### src/rtl/echo_seq_pkg.sv
// Shared types and constants for the echo frame sequencer: state codes, error
// stage codes and the IEEE-754 double container.
package echo_seq_pkg;

  typedef logic [2:0] state_t;

  // Encoding order matters: each *_P is followed by its *_W, so the sequencer
  // advances with state + 1.
  localparam state_t ST_IDLE    = 3'd0;
  localparam state_t ST_CONV_P  = 3'd1;
  localparam state_t ST_CONV_W  = 3'd2;
  localparam state_t ST_LAG_P   = 3'd3;
  localparam state_t ST_LAG_W   = 3'd4;
  localparam state_t ST_BR_P    = 3'd5;
  localparam state_t ST_BR_W    = 3'd6;
  localparam state_t ST_DELIVER = 3'd7;

  typedef logic [1:0] stage_t;

  localparam stage_t ERR_CONV = 2'd0;
  localparam stage_t ERR_LAG  = 2'd1;
  localparam stage_t ERR_BR   = 2'd2;
  localparam stage_t ERR_OVR  = 2'd3;

  typedef logic [63:0] double_t;

  function automatic stage_t stage_of(input state_t s);
    case (s)
      ST_CONV_P, ST_CONV_W: stage_of = ERR_CONV;
      ST_LAG_P, ST_LAG_W:   stage_of = ERR_LAG;
      default:              stage_of = ERR_BR;
    endcase
  endfunction

endpackage

### src/rtl/seq_stage_timer.sv
// Shared per-stage timing: enable pulse length, wait counter with timeout and
// the armed flag that rejects a ready left high from an earlier frame.
module seq_stage_timer #(
  parameter int PULSE_LEN = 2,
  parameter int WAIT_W    = 10
) (
  input  logic              clk_operation,
  input  logic              rst,
  input  logic              start_pulse,
  input  logic              start_wait,
  input  logic              in_pulse,
  input  logic              in_wait,
  input  logic              ready,
  input  logic [WAIT_W-1:0] limit,
  output logic              pulse_last,
  output logic              complete,
  output logic              timeout
);

  localparam int PW = $clog2(PULSE_LEN + 1);
  localparam logic [PW-1:0] PULSE_LAST = PW'(PULSE_LEN - 1);

  logic [PW-1:0]     pulse_cnt;
  logic [WAIT_W-1:0] wait_cnt;
  logic              armed;

  always_ff @(posedge clk_operation) begin
    if (rst) begin
      pulse_cnt <= '0;
      wait_cnt  <= '0;
      armed     <= 1'b0;
    end else begin
      if (start_pulse) begin
        pulse_cnt <= '0;
        armed     <= 1'b0;
      end else begin
        if (in_pulse) pulse_cnt <= pulse_cnt + 1'b1;
        if ((in_pulse || in_wait) && !ready) armed <= 1'b1;
      end
      if (start_wait)   wait_cnt <= '0;
      else if (in_wait) wait_cnt <= wait_cnt + 1'b1;
    end
  end

  assign pulse_last = in_pulse && (pulse_cnt == PULSE_LAST);
  assign complete   = in_wait && armed && ready;
  // Completion wins over timeout when both land on the limit cycle.
  assign timeout    = in_wait && !complete && (wait_cnt == limit);

endmodule

### src/rtl/echo_frame_sequencer.sv
// Sequences one echo-cancellation frame per sampling period: converter, lag
// generator, then approximator or canceller, and delivers the chosen double.
module echo_frame_sequencer
  import echo_seq_pkg::*;
#(
  parameter int CNT_W     = 13,
  parameter int PULSE_LEN = 2,
  parameter int TO_CONV   = 25,
  parameter int TO_LAG    = 200,
  parameter int TO_APPROX = 600,
  parameter int TO_CANCEL = 250
) (
  input  logic             clk_operation,
  input  logic             rst,
  input  logic [CNT_W-1:0] sampling_cycle_counter,
  input  logic             adapt_mode,
  input  logic             ready_conv,
  input  logic             ready_lag,
  input  logic             ready_approx,
  input  logic             ready_cancel,
  input  double_t          e,
  input  double_t          signal_without_echo,
  output logic             enable_conv,
  output logic             enable_lag,
  output logic             enable_approx,
  output logic             enable_cancel,
  output logic             enable_out,
  output double_t          double_out,
  output logic             frame_done,
  output logic             frame_error,
  output stage_t           err_stage,
  output logic [15:0]      frame_count,
  output state_t           state_dbg
);

  localparam int TO_MAX_A = (TO_CONV > TO_LAG) ? TO_CONV : TO_LAG;
  localparam int TO_MAX_B = (TO_APPROX > TO_CANCEL) ? TO_APPROX : TO_CANCEL;
  localparam int TO_MAX   = (TO_MAX_A > TO_MAX_B) ? TO_MAX_A : TO_MAX_B;
  localparam int WAIT_W   = $clog2(TO_MAX + 1);

  state_t            state, state_nxt;
  logic              mode_q;
  logic              frame_start, in_pulse, in_wait;
  logic              start_pulse, start_wait, latch_mode, deliver, fail;
  stage_t            fail_code;
  logic              stage_ready, pulse_last, complete, timeout;
  logic [WAIT_W-1:0] stage_limit;

  assign frame_start = (sampling_cycle_counter == '0);
  assign in_pulse    = state inside {ST_CONV_P, ST_LAG_P, ST_BR_P};
  assign in_wait     = state inside {ST_CONV_W, ST_LAG_W, ST_BR_W};

  always_comb begin
    stage_ready = ready_conv;
    stage_limit = WAIT_W'(TO_CONV);
    case (stage_of(state))
      ERR_LAG: begin
        stage_ready = ready_lag;
        stage_limit = WAIT_W'(TO_LAG);
      end
      ERR_BR: begin
        stage_ready = mode_q ? ready_approx : ready_cancel;
        stage_limit = mode_q ? WAIT_W'(TO_APPROX) : WAIT_W'(TO_CANCEL);
      end
      default: ;
    endcase
  end

  seq_stage_timer #(.PULSE_LEN(PULSE_LEN), .WAIT_W(WAIT_W)) u_timer (
    .clk_operation (clk_operation),
    .rst           (rst),
    .start_pulse   (start_pulse),
    .start_wait    (start_wait),
    .in_pulse      (in_pulse),
    .in_wait       (in_wait),
    .ready         (stage_ready),
    .limit         (stage_limit),
    .pulse_last    (pulse_last),
    .complete      (complete),
    .timeout       (timeout)
  );

  always_comb begin
    state_nxt   = state;
    start_pulse = 1'b0;
    start_wait  = 1'b0;
    latch_mode  = 1'b0;
    deliver     = 1'b0;
    fail        = 1'b0;
    fail_code   = ERR_CONV;
    // A new frame start outside IDLE aborts whatever the old frame was doing.
    if (frame_start && state != ST_IDLE) begin
      state_nxt   = ST_CONV_P;
      start_pulse = 1'b1;
      latch_mode  = 1'b1;
      fail        = 1'b1;
      fail_code   = ERR_OVR;
    end else begin
      case (state)
        ST_IDLE: if (frame_start) begin
          state_nxt   = ST_CONV_P;
          start_pulse = 1'b1;
          latch_mode  = 1'b1;
        end
        ST_CONV_P, ST_LAG_P, ST_BR_P: if (pulse_last) begin
          state_nxt  = state + 3'd1;
          start_wait = 1'b1;
        end
        ST_CONV_W, ST_LAG_W, ST_BR_W: begin
          if (complete) begin
            state_nxt   = state + 3'd1;
            start_pulse = (state != ST_BR_W);
          end else if (timeout) begin
            state_nxt = ST_IDLE;
            fail      = 1'b1;
            fail_code = stage_of(state);
          end
        end
        ST_DELIVER: begin
          state_nxt = ST_IDLE;
          deliver   = 1'b1;
        end
        default: state_nxt = ST_IDLE;
      endcase
    end
  end

  always_ff @(posedge clk_operation) begin
    if (rst) begin
      state       <= ST_IDLE;
      mode_q      <= 1'b0;
      double_out  <= '0;
      enable_out  <= 1'b0;
      frame_done  <= 1'b0;
      frame_error <= 1'b0;
      err_stage   <= ERR_CONV;
      frame_count <= '0;
    end else begin
      state       <= state_nxt;
      frame_done  <= deliver;
      frame_error <= fail;
      if (latch_mode) mode_q <= adapt_mode;
      if (fail) err_stage <= fail_code;
      if (deliver) begin
        double_out  <= mode_q ? e : signal_without_echo;
        enable_out  <= 1'b1;
        frame_count <= frame_count + 16'd1;
      end
    end
  end

  assign enable_conv   = (state == ST_CONV_P);
  assign enable_lag    = (state == ST_LAG_P);
  assign enable_approx = (state == ST_BR_P) && mode_q;
  assign enable_cancel = (state == ST_BR_P) && !mode_q;
  assign state_dbg     = state;

endmodule

### config.mk
export PLATFORM = sky130hd
export DESIGN_NAME = echo_frame_sequencer
export DESIGN_NICKNAME = d
export VERILOG_FILES = /design/src/rtl/echo_seq_pkg.sv /design/src/rtl/seq_stage_timer.sv /design/src/rtl/echo_frame_sequencer.sv
export SDC_FILE = /design/constraint.sdc
export NUM_CORES = 1
export LEC_CHECK = 0
export BUFFER_PORTS_ARGS = -buffer_cell sky130_fd_sc_hd__buf_2
export CORE_MARGIN = 5
export CORE_UTILIZATION = 47
export DETAILED_ROUTE_END_ITERATION = 10
export HOLD_SLACK_MARGIN = 0.1
export PLACE_DENSITY_LB_ADDON = 0.08
export SLEW_MARGIN = 0
export SYNTH_ARGS = -nofsm -noshare
export SYNTH_HDL_FRONTEND = slang
export SYNTH_HIERARCHICAL = 1
export SYNTH_SLANG_ARGS = --single-unit
### constraint.sdc
create_clock -name clk_operation -period 2.8 [get_ports clk_operation]
set_clock_uncertainty 0.05 [all_clocks]
set_input_delay 0.14 -clock clk_operation [delete_from_list [all_inputs] [get_ports clk_operation]]
set_output_delay 0.14 -clock clk_operation [all_outputs]
set_load 0.05 [all_outputs]
==> impl_metrics.py, run 1 <==
metrics = {
    "floorplan": {
        "core_area_um2": 10800,
        "dieArea_um2": 13300,
        "start_util_pct": 48.0,
        "die_h_um": 115,
        "die_w_um": 115,
        "rows": 38,
        "ios": 240,
    },
    "critical_path": {
        "critPathTopFamily": "compound AO/OA/AOI/OAI gates",
        "slowest_delay_ps": 370,
        "cp_max_fo": 6,
        "worstPathArrival_ps": 2770,
        "crit_chain": "inv_1 -> ha_2 -> nor2_2 -> buf_4 -> a2bb2oi_2 -> o21ai_0 -> xor2_1 -> nor4_1 -> and4_1 -> o32ai_1 -> a21oi_2 -> mux2i_1 -> nor3_1",
        "start_kind": "register",
        "required_ps": 2970,
        "path_class": "reg -> reg",
        "end_kind": "register",
        "slowest_stage": "dfxtp_4",
        "path_buf_inv": 2,
    },
    "route": {
        "wl_um": 14700,
        "ant_nets": 0,
        "drt-initial-drc-count": 167,
        "wl_per_cell_um": 15.4,
        "viasPerCell": 5.19,
        "drc": 0,
        "drtPass1Iterations": 4,
        "vias": 4963,
    },
    "clock_tree": {
        "cts_made_buffers": 9,
        "clock_path_buffers": 2,
        "htree_levels": 3,
        "cts_sinks": 102,
        "cts_root_buffer": "clkbuf_8",
        "cts_tree": "yes",
        "clk_pin_slew_ps": 100,
        "clk_latency_ps": 360,
    },
    "synthesis": {
        "ys_types": 43,
        "synth_edf_count": 0,
        "ys.flop_type": "dfxtp_1",
        "netlist_area_um2": 5200,
        "synth_cells": 532,
        "yosysTopAreaCell": "dfxtp_1",
        "synth.area.top_cells": "dfxtp_1 (39%), a211oi_2 (14%), mux2i_1 (14%)",
        "synth_top_area_share_pct": 39.3,
        "ys_ff_latch": 102,
        "synth.avg_cell_area_um2": 9.77,
        "synth_warnings": 6,
        "ys_seq_area_share_pct": 39.3,
        "synthArstFlopShare_pct": 0,
    },
    "grt": {
        "grt_pass1_vias": 4993,
        "grt_overflow_total": 0,
        "grt_pass1_wl_um": 23400,
        "grt_max_degree": 88,
        "grt_antenna_before_repair": 0,
        "track_usage_pct": 21.6,
    },
    "finish": {
        "drive_gt1_share_pct": 42.2,
        "seqCellArea_um2": 2050,
        "multi_input_comb_area_um2": 2940,
        "layout_common_cells": "buf_2 (238), nor2_1 (100), dfxtp_1 (99)",
        "final_common_cell": "buf_2",
        "n_antenna_cell": 0,
        "nFillCells": 879,
        "nets": 968,
        "area_growth_syn_to_layout_pct": 40.2,
    },
    "flow_run": {
        "maxCapViolations": 0,
    },
    "sta": {
        "fin_crit_ps": 2600,
        "period_share_pct": 93.0,
        "fin_setup_tns_ps": 0,
        "slew_viol_final": 0,
        "tightest_slew_ps": 746,
        "setup_viol": 0,
        "maxSlewHeadroom_pct": 50.2,
        "rsz0062_at_grt": "no",
        "final_hold_viol_count": 0,
        "fmax_mhz": 384,
    },
    "power": {
        "power_uw": 2670,
        "ir_drop_v": 0.000277,
        "p_per_area_nw_per_um2": 367,
        "p_leak_uw": 0.00302,
    },
    "placement": {
        "place.port_buffers": 239,
        "hpwl_um": 10200,
        "place_congestion": 0.832,
    },
    "hold_path": {
        "hold_class": "in -> reg",
    },
    "run_status": {
        "status": "complete, no violations",
    },
}
## final timing paths
path                            cells after the start                 startpoint                     endpoint  slack (ps)
worst min register to register                      2    enable_out$_SDFFE_PP0P_      enable_out$_SDFFE_PP0P_         430
worst max register to register                     13  state_dbg[0]$_SDFFE_PP0P_    state_dbg[1]$_SDFFE_PP0P_         200
worst min-delay path                                3    signal_without_echo[23]  double_out[23]$_SDFFE_PP0P_         110
worst max-delay path                               13  state_dbg[0]$_SDFFE_PP0P_    state_dbg[1]$_SDFFE_PP0P_         200
## cell families after synthesis
kind of cell	Yosys count	synth area share, %
adder cells (fa/ha/maj)	9	2.17
other	2	0.144
multiplexers	72	13.9
AND/OR/NAND/NOR	161	14.5
XOR/XNOR	28	4.72
buffers and inverters	49	4.77
AO/OA/AOI/OAI	109	20.6
flip-flops	102	39.3
## cell usage after synthesis, types with 2 or more instances
| library cell | instances |
|---|---|
| xor2_1 | 25 |
| nor4_2 | 2 |
| buf_6 | 7 |
| dfxtp_1 | 102 |
| or3_1 | 3 |
| o21ai_0 | 7 |
| o21a_1 | 2 |
| nor4_1 | 2 |
| conb_1 | 2 |
| xnor2_1 | 3 |
| or2_2 | 3 |
| or4_1 | 3 |
| o211ai_1 | 7 |
| nand4_2 | 2 |
| buf_2 | 6 |
| ha_1 | 9 |
| inv_1 | 9 |
| clkbuf_1 | 26 |
| and3_1 | 6 |
| nor2b_1 | 5 |
| a21oi_1 | 15 |
| and2_1 | 3 |
| nand2_1 | 10 |
| a211oi_1 | 5 |
| and4_1 | 3 |
| a211oi_2 | 59 |
| o2111ai_1 | 5 |
| o31ai_1 | 3 |
| nand3_1 | 6 |
| nor2_1 | 102 |
| nand4_1 | 3 |
| nor3_1 | 5 |
| o32ai_1 | 2 |
| mux2i_1 | 71 |
## timing repair
action,4_1_cts,5_1_grt
hold buffers,57,1
setup buffers,0,1
endpoints found under the hold margin,35,1
resized for setup,0,9
endpoints found under the setup margin,0,3
## metrics by stage
step | instances | util [%] | worst slack (ps) | instance area, µm² | hold slack (ps)
after CTS | 954 | 66.8 | 61.9 | 7250 | 100
after floorplan | 533 | - | 51.9 | 5200 | 167
after global placement | 881 | 59.7 | 133 | 6470 | 384
final | 956 | 67.2 | 196 | 7290 | 111
after detailed placement | 881 | 59.7 | 72.0 | 6470 | 407
after global routing | 956 | 67.2 | 2.11 | 7290 | 101
## routing by layer
| layer | up-vias | wire length, µm | share of wire, % | global-route usage, % |
|---|---|---|---|---|
| li1 | 2461 | - | - | - |
| met1 | 2293 | 5820 | 40 | 25.0 |
| met2 | 176 | 7470 | 51 | 38.3 |
| met3 | 33 | 1030 | 7.0 | 5.05 |
| met4 | 0 | 403 | 2.7 | 8.69 |
| met5 | - | 0 | 0 | 0 |
## layout make-up
cell class | count | share of cell area [%]
Clock buffer | 10 | 1.89
Clock inverter | 6 | 0.944
Inverter | 9 | 0.463
Multi-Input combinational cell | 382 | 40.4
Sequential cell | 102 | 28.1
Tap cell | 140 | 2.40
Timing Repair Buffer | 307 | 25.8
## power by group
part | total (µW) | internal, µW | leakage [µW] | switching, µW
combinational | 263 | 152 | 0.00209 | 110
clock | 963 | 443 | 0.000103 | 520
sequential | 1450 | 1450 | 0.000823 | 0.502
total | 2670 | 2040 | 0.00302 | 631
## flip-flops by register name, summed over array words and instances (netlist names)
| signal | count |
|---|---|
| frame_error | 1 |
| double_out | 64 |
| frame_done | 1 |
| u_timer/wait_cnt | 10 |
| u_timer/pulse_cnt | 2 |
| enable_out | 1 |
| err_stage | 2 |
| frame_count | 16 |
| u_timer/armed | 1 |
| state_dbg | 3 |
| mode_q | 1 |
## worst reg2reg max path: stages, from the launching register on
cell       delay (ps)
dfxtp_4           370
inv_1              80
ha_2              230
nor2_2             60
buf_4             130
a2bb2oi_2         190
o21ai_0           120
xor2_1            160
nor4_1            220
and4_1            250
o32ai_1           110
a21oi_2           210
mux2i_1           230
nor3_1             60
(Power assumes the default switching activity.)
==> run 2: changes to the inputs <==
ABC_AREA = 1   (was unset)
CORE_UTILIZATION = 48   (was 47)
==> impl_metrics.py, run 2 <==
metrics = {
    "run_status": {
        "status": "complete, no violations",
    },
    "critical_path": {
        "path_class": "reg -> reg",
        "slowest_delay_ps": 350,
        "end_kind": "register",
        "start_kind": "register",
        "ff2ff_path_depth": 20,
        "worstReg2RegStart": "state_dbg[1]$_SDFFE_PP0P_",
        "path_buf_inv": 4,
        "worstPathArrival_ps": 2680,
        "cpMostUsedCell": "nor2_1",
        "slowest_stage": "dfxtp_2",
        "r2r_end": "state_dbg[0]$_SDFFE_PP0P_",
        "required_ps": 2980,
        "r2r_slack_ps": 290,
        "crit_chain": "inv_1 -> ha_1 -> o21ai_2 -> nor2_1 -> inv_1 -> nand2_1 -> a21oi_1 -> a21oi_1 -> inv_1 -> nor3_2 -> nor2_1 -> nand2_1 -> nor2_1 -> nor2_1 -> nand2_1 -> inv_1 -> a21oi_1 -> nand2_2 -> nor3_2 -> nor2_1",
        "cp_max_fo": 6,
        "critPathTopFamily": "simple AND/OR/NAND/NOR gates",
    },
    "finish": {
        "largest_registers": "double_out x64, frame_count x16, u_timer/wait_cnt x10",
        "nFillCells": 963,
        "seqCellArea_um2": 2050,
        "nets": 1336,
        "utilization_pct": 70.7,
        "multi_input_comb_area_um2": 2960,
        "drive_gt1_share_pct": 24.7,
        "layout_common_cells": "nand2_1 (305), buf_2 (239), nor2_1 (194)",
        "largest_register_ffs": 64,
        "final_common_cell": "nand2_1",
        "top_register": "double_out",
        "area_growth_syn_to_layout_pct": 43.5,
        "instances_no_fill": 1325,
    },
    "synthesis": {
        "netlist_area_um2": 5390,
        "synth_cells": 885,
        "synth.avg_cell_area_um2": 6.09,
        "synth_top_area_share_pct": 37.9,
        "ys_ff_latch": 102,
        "yosysTopAreaCell": "dfxtp_1",
        "ys_top_cells_by_count": "nand2_1 (307), nor2_1 (196), dfxtp_1 (102)",
        "synthArstFlopShare_pct": 0,
        "synth_edf_count": 0,
        "ys.flop_type": "dfxtp_1",
        "synth.most_common_cell": "nand2_1",
        "synth_warnings": 6,
        "ys_seq_area_share_pct": 37.9,
        "synth.area.top_cells": "dfxtp_1 (38%), nand2_1 (21%), nor2_1 (14%)",
        "ys_types": 29,
    },
    "hold_path": {
        "hold_class": "in -> reg",
        "hold-path-endpoint": "double_out[46]$_SDFFE_PP0P_",
        "hold_path_depth": 5,
        "hp-start": "e[46]",
    },
    "floorplan": {
        "die_h_um": 116,
        "start_util_pct": 49.3,
        "die_w_um": 116,
        "core_area_um2": 10900,
        "rows": 38,
        "ios": 240,
        "dieArea_um2": 13400,
    },
    "route": {
        "wl_per_cell_um": 13.3,
        "wl_um": 17600,
        "drt-initial-drc-count": 317,
        "drtPass1Iterations": 5,
        "drc": 0,
        "vias": 6405,
        "ant_nets": 0,
        "viasPerCell": 4.83,
    },
    "sta": {
        "tightest_slew_ps": 756,
        "fin_setup_tns_ps": 0,
        "slew_viol_final": 0,
        "period_share_pct": 89.5,
        "setup_viol": 0,
        "final_hold_viol_count": 0,
        "fmax_mhz": 399,
        "maxSlewHeadroom_pct": 49.6,
        "fin_crit_ps": 2510,
    },
    "placement": {
        "place.port_buffers": 239,
        "post-place-cells": 1233,
        "place_congestion": 0.842,
        "hpwl_um": 11700,
    },
    "power": {
        "switching_share_pct": 35.3,
        "p_leak_uw": 0.00396,
        "power.internal_uw": 2760,
        "p_per_area_nw_per_um2": 551,
        "seqPwrFrac_pct": 37.4,
        "power_switching_uw": 1500,
        "clockPowerShare_pct": 30.1,
        "ir_drop_v": 0.000397,
        "p_comb_share_pct": 32.5,
    },
    "flow_run": {
        "maxCapViolations": 0,
    },
    "clock_tree": {
        "clk_pin_slew_ps": 70,
        "clock_path_buffers": 2,
        "htree_levels": 3,
        "cts_tree": "yes",
        "cts_sinks": 102,
        "cts_root_buffer": "clkbuf_16",
        "clk_latency_ps": 340,
        "cts_made_buffers": 9,
    },
    "grt": {
        "grt_max_degree": 78,
        "grt_overflow_total": 0,
        "grt_pass1_vias": 5950,
        "track_usage_pct": 25.9,
        "grt_pass1_wl_um": 28200,
        "grt_antenna_before_repair": 1,
    },
}
[run 2: cell types whose count changed in the layout (fill, tap and decap cells not counted), moves of 20 or more]
| cell | change |
|---|---|
| nand2_1 | +295 |
| mux2i_1 | -71 |
| nand3_1 | +20 |
| o21ai_1 | +22 |
| o21ai_0 | +51 |
| inv_1 | +44 |
| nor2_1 | +94 |
| a211oi_2 | -59 |
[run 2: per-stage QoR]
stage	worst slack (ps)	total power (µW)	hold slack [ps]	area, µm²
floorplan	16.3	2500	274	5400
global placement	104	2830	385	6640
detailed placement	-5.53	2840	388	6640
CTS	62.0	4210	100	7700
global route	-47.9	4550	127	7730
finish	293	4260	101	7730
[run 2: cell families (layout without fill, tap and decap cells)]
| family | after synthesis | in the layout | synth area share (%) |
|---|---|---|---|
| XOR/XNOR | 8 | 8 | 1.30 |
| other | 2 | 5 | 0.139 |
| adder cells (fa/ha/maj) | 9 | 9 | 2.09 |
| AO/OA/AOI/OAI | 109 | 109 | 10.2 |
| flip-flops | 102 | 102 | 37.9 |
| AND/OR/NAND/NOR | 553 | 553 | 40.4 |
| buffers and inverters | 102 | 399 | 7.92 |
[run 2: routing by layer]
metal | vias up | GRT usage, % | wire length [µm]
met5 | - | 0 | 0
met4 | 0 | 8.74 | 359
met3 | 27 | 6.58 | 1400
met2 | 225 | 44.2 | 8490
met1 | 2832 | 31.7 | 7360
li1 | 3321 | - | -
[run 2: worst max path at each step]
stage | depth (start not counted) | slack, ps | to | from
CTS | 19 | 60 | state_dbg[0]$_SDFFE_PP0P_ | state_dbg[0]$_SDFFE_PP0P_
global placement | 19 | 100 | state_dbg[2]$_SDFFE_PP0P_ | state_dbg[0]$_SDFFE_PP0P_
detailed placement | 19 | -6 | state_dbg[0]$_SDFFE_PP0P_ | state_dbg[0]$_SDFFE_PP0P_
global route | 21 | -50 | state_dbg[0]$_SDFFE_PP0P_ | state_dbg[1]$_SDFFE_PP0P_
finish | 20 | 290 | state_dbg[0]$_SDFFE_PP0P_ | state_dbg[1]$_SDFFE_PP0P_
floorplan | 22 | 20 | state_dbg[0]$_SDFFE_PP0P_ | state_dbg[1]$_SDFFE_PP0P_
[run 2: repair_timing]
action	in CTS	in global routing
pin swaps	0	1
resized for setup	1	13
hold buffers	75	0
setup buffers	0	0
endpoints found under the hold margin	46	0
setup endpoints to repair	1	7
[run 2: layout make-up]
class                   count  area share (%)
diodes                      1          0.0324
clock buffers              10            3.09
clock inverters             6           0.890
inverters                  59            2.86
multi-input cells         683            38.2
flip-flops and latches    102            26.5
well taps                 140            2.26
repair buffers            324            26.1
[run 2: power by group through the flow]
stage          clock network [µW]  logic, µW  registers [µW]
2_1_floorplan                   0        746            1760
3_3_place_gp                    0       1210            1620
3_5_place_dp                    0       1220            1620
4_1_cts                      1310       1310            1590
5_1_grt                      1380       1570            1610
6_report                     1280       1380            1590
[run 2: worst reg2reg max path, delay by kind of cell (launching register included)]
kind | cells | cell delay [ps]
flops | 1 | 350
fa+ha+maj | 1 | 220
simple gates | 11 | 930
buf+inv | 4 | 310
compound gates | 4 | 520
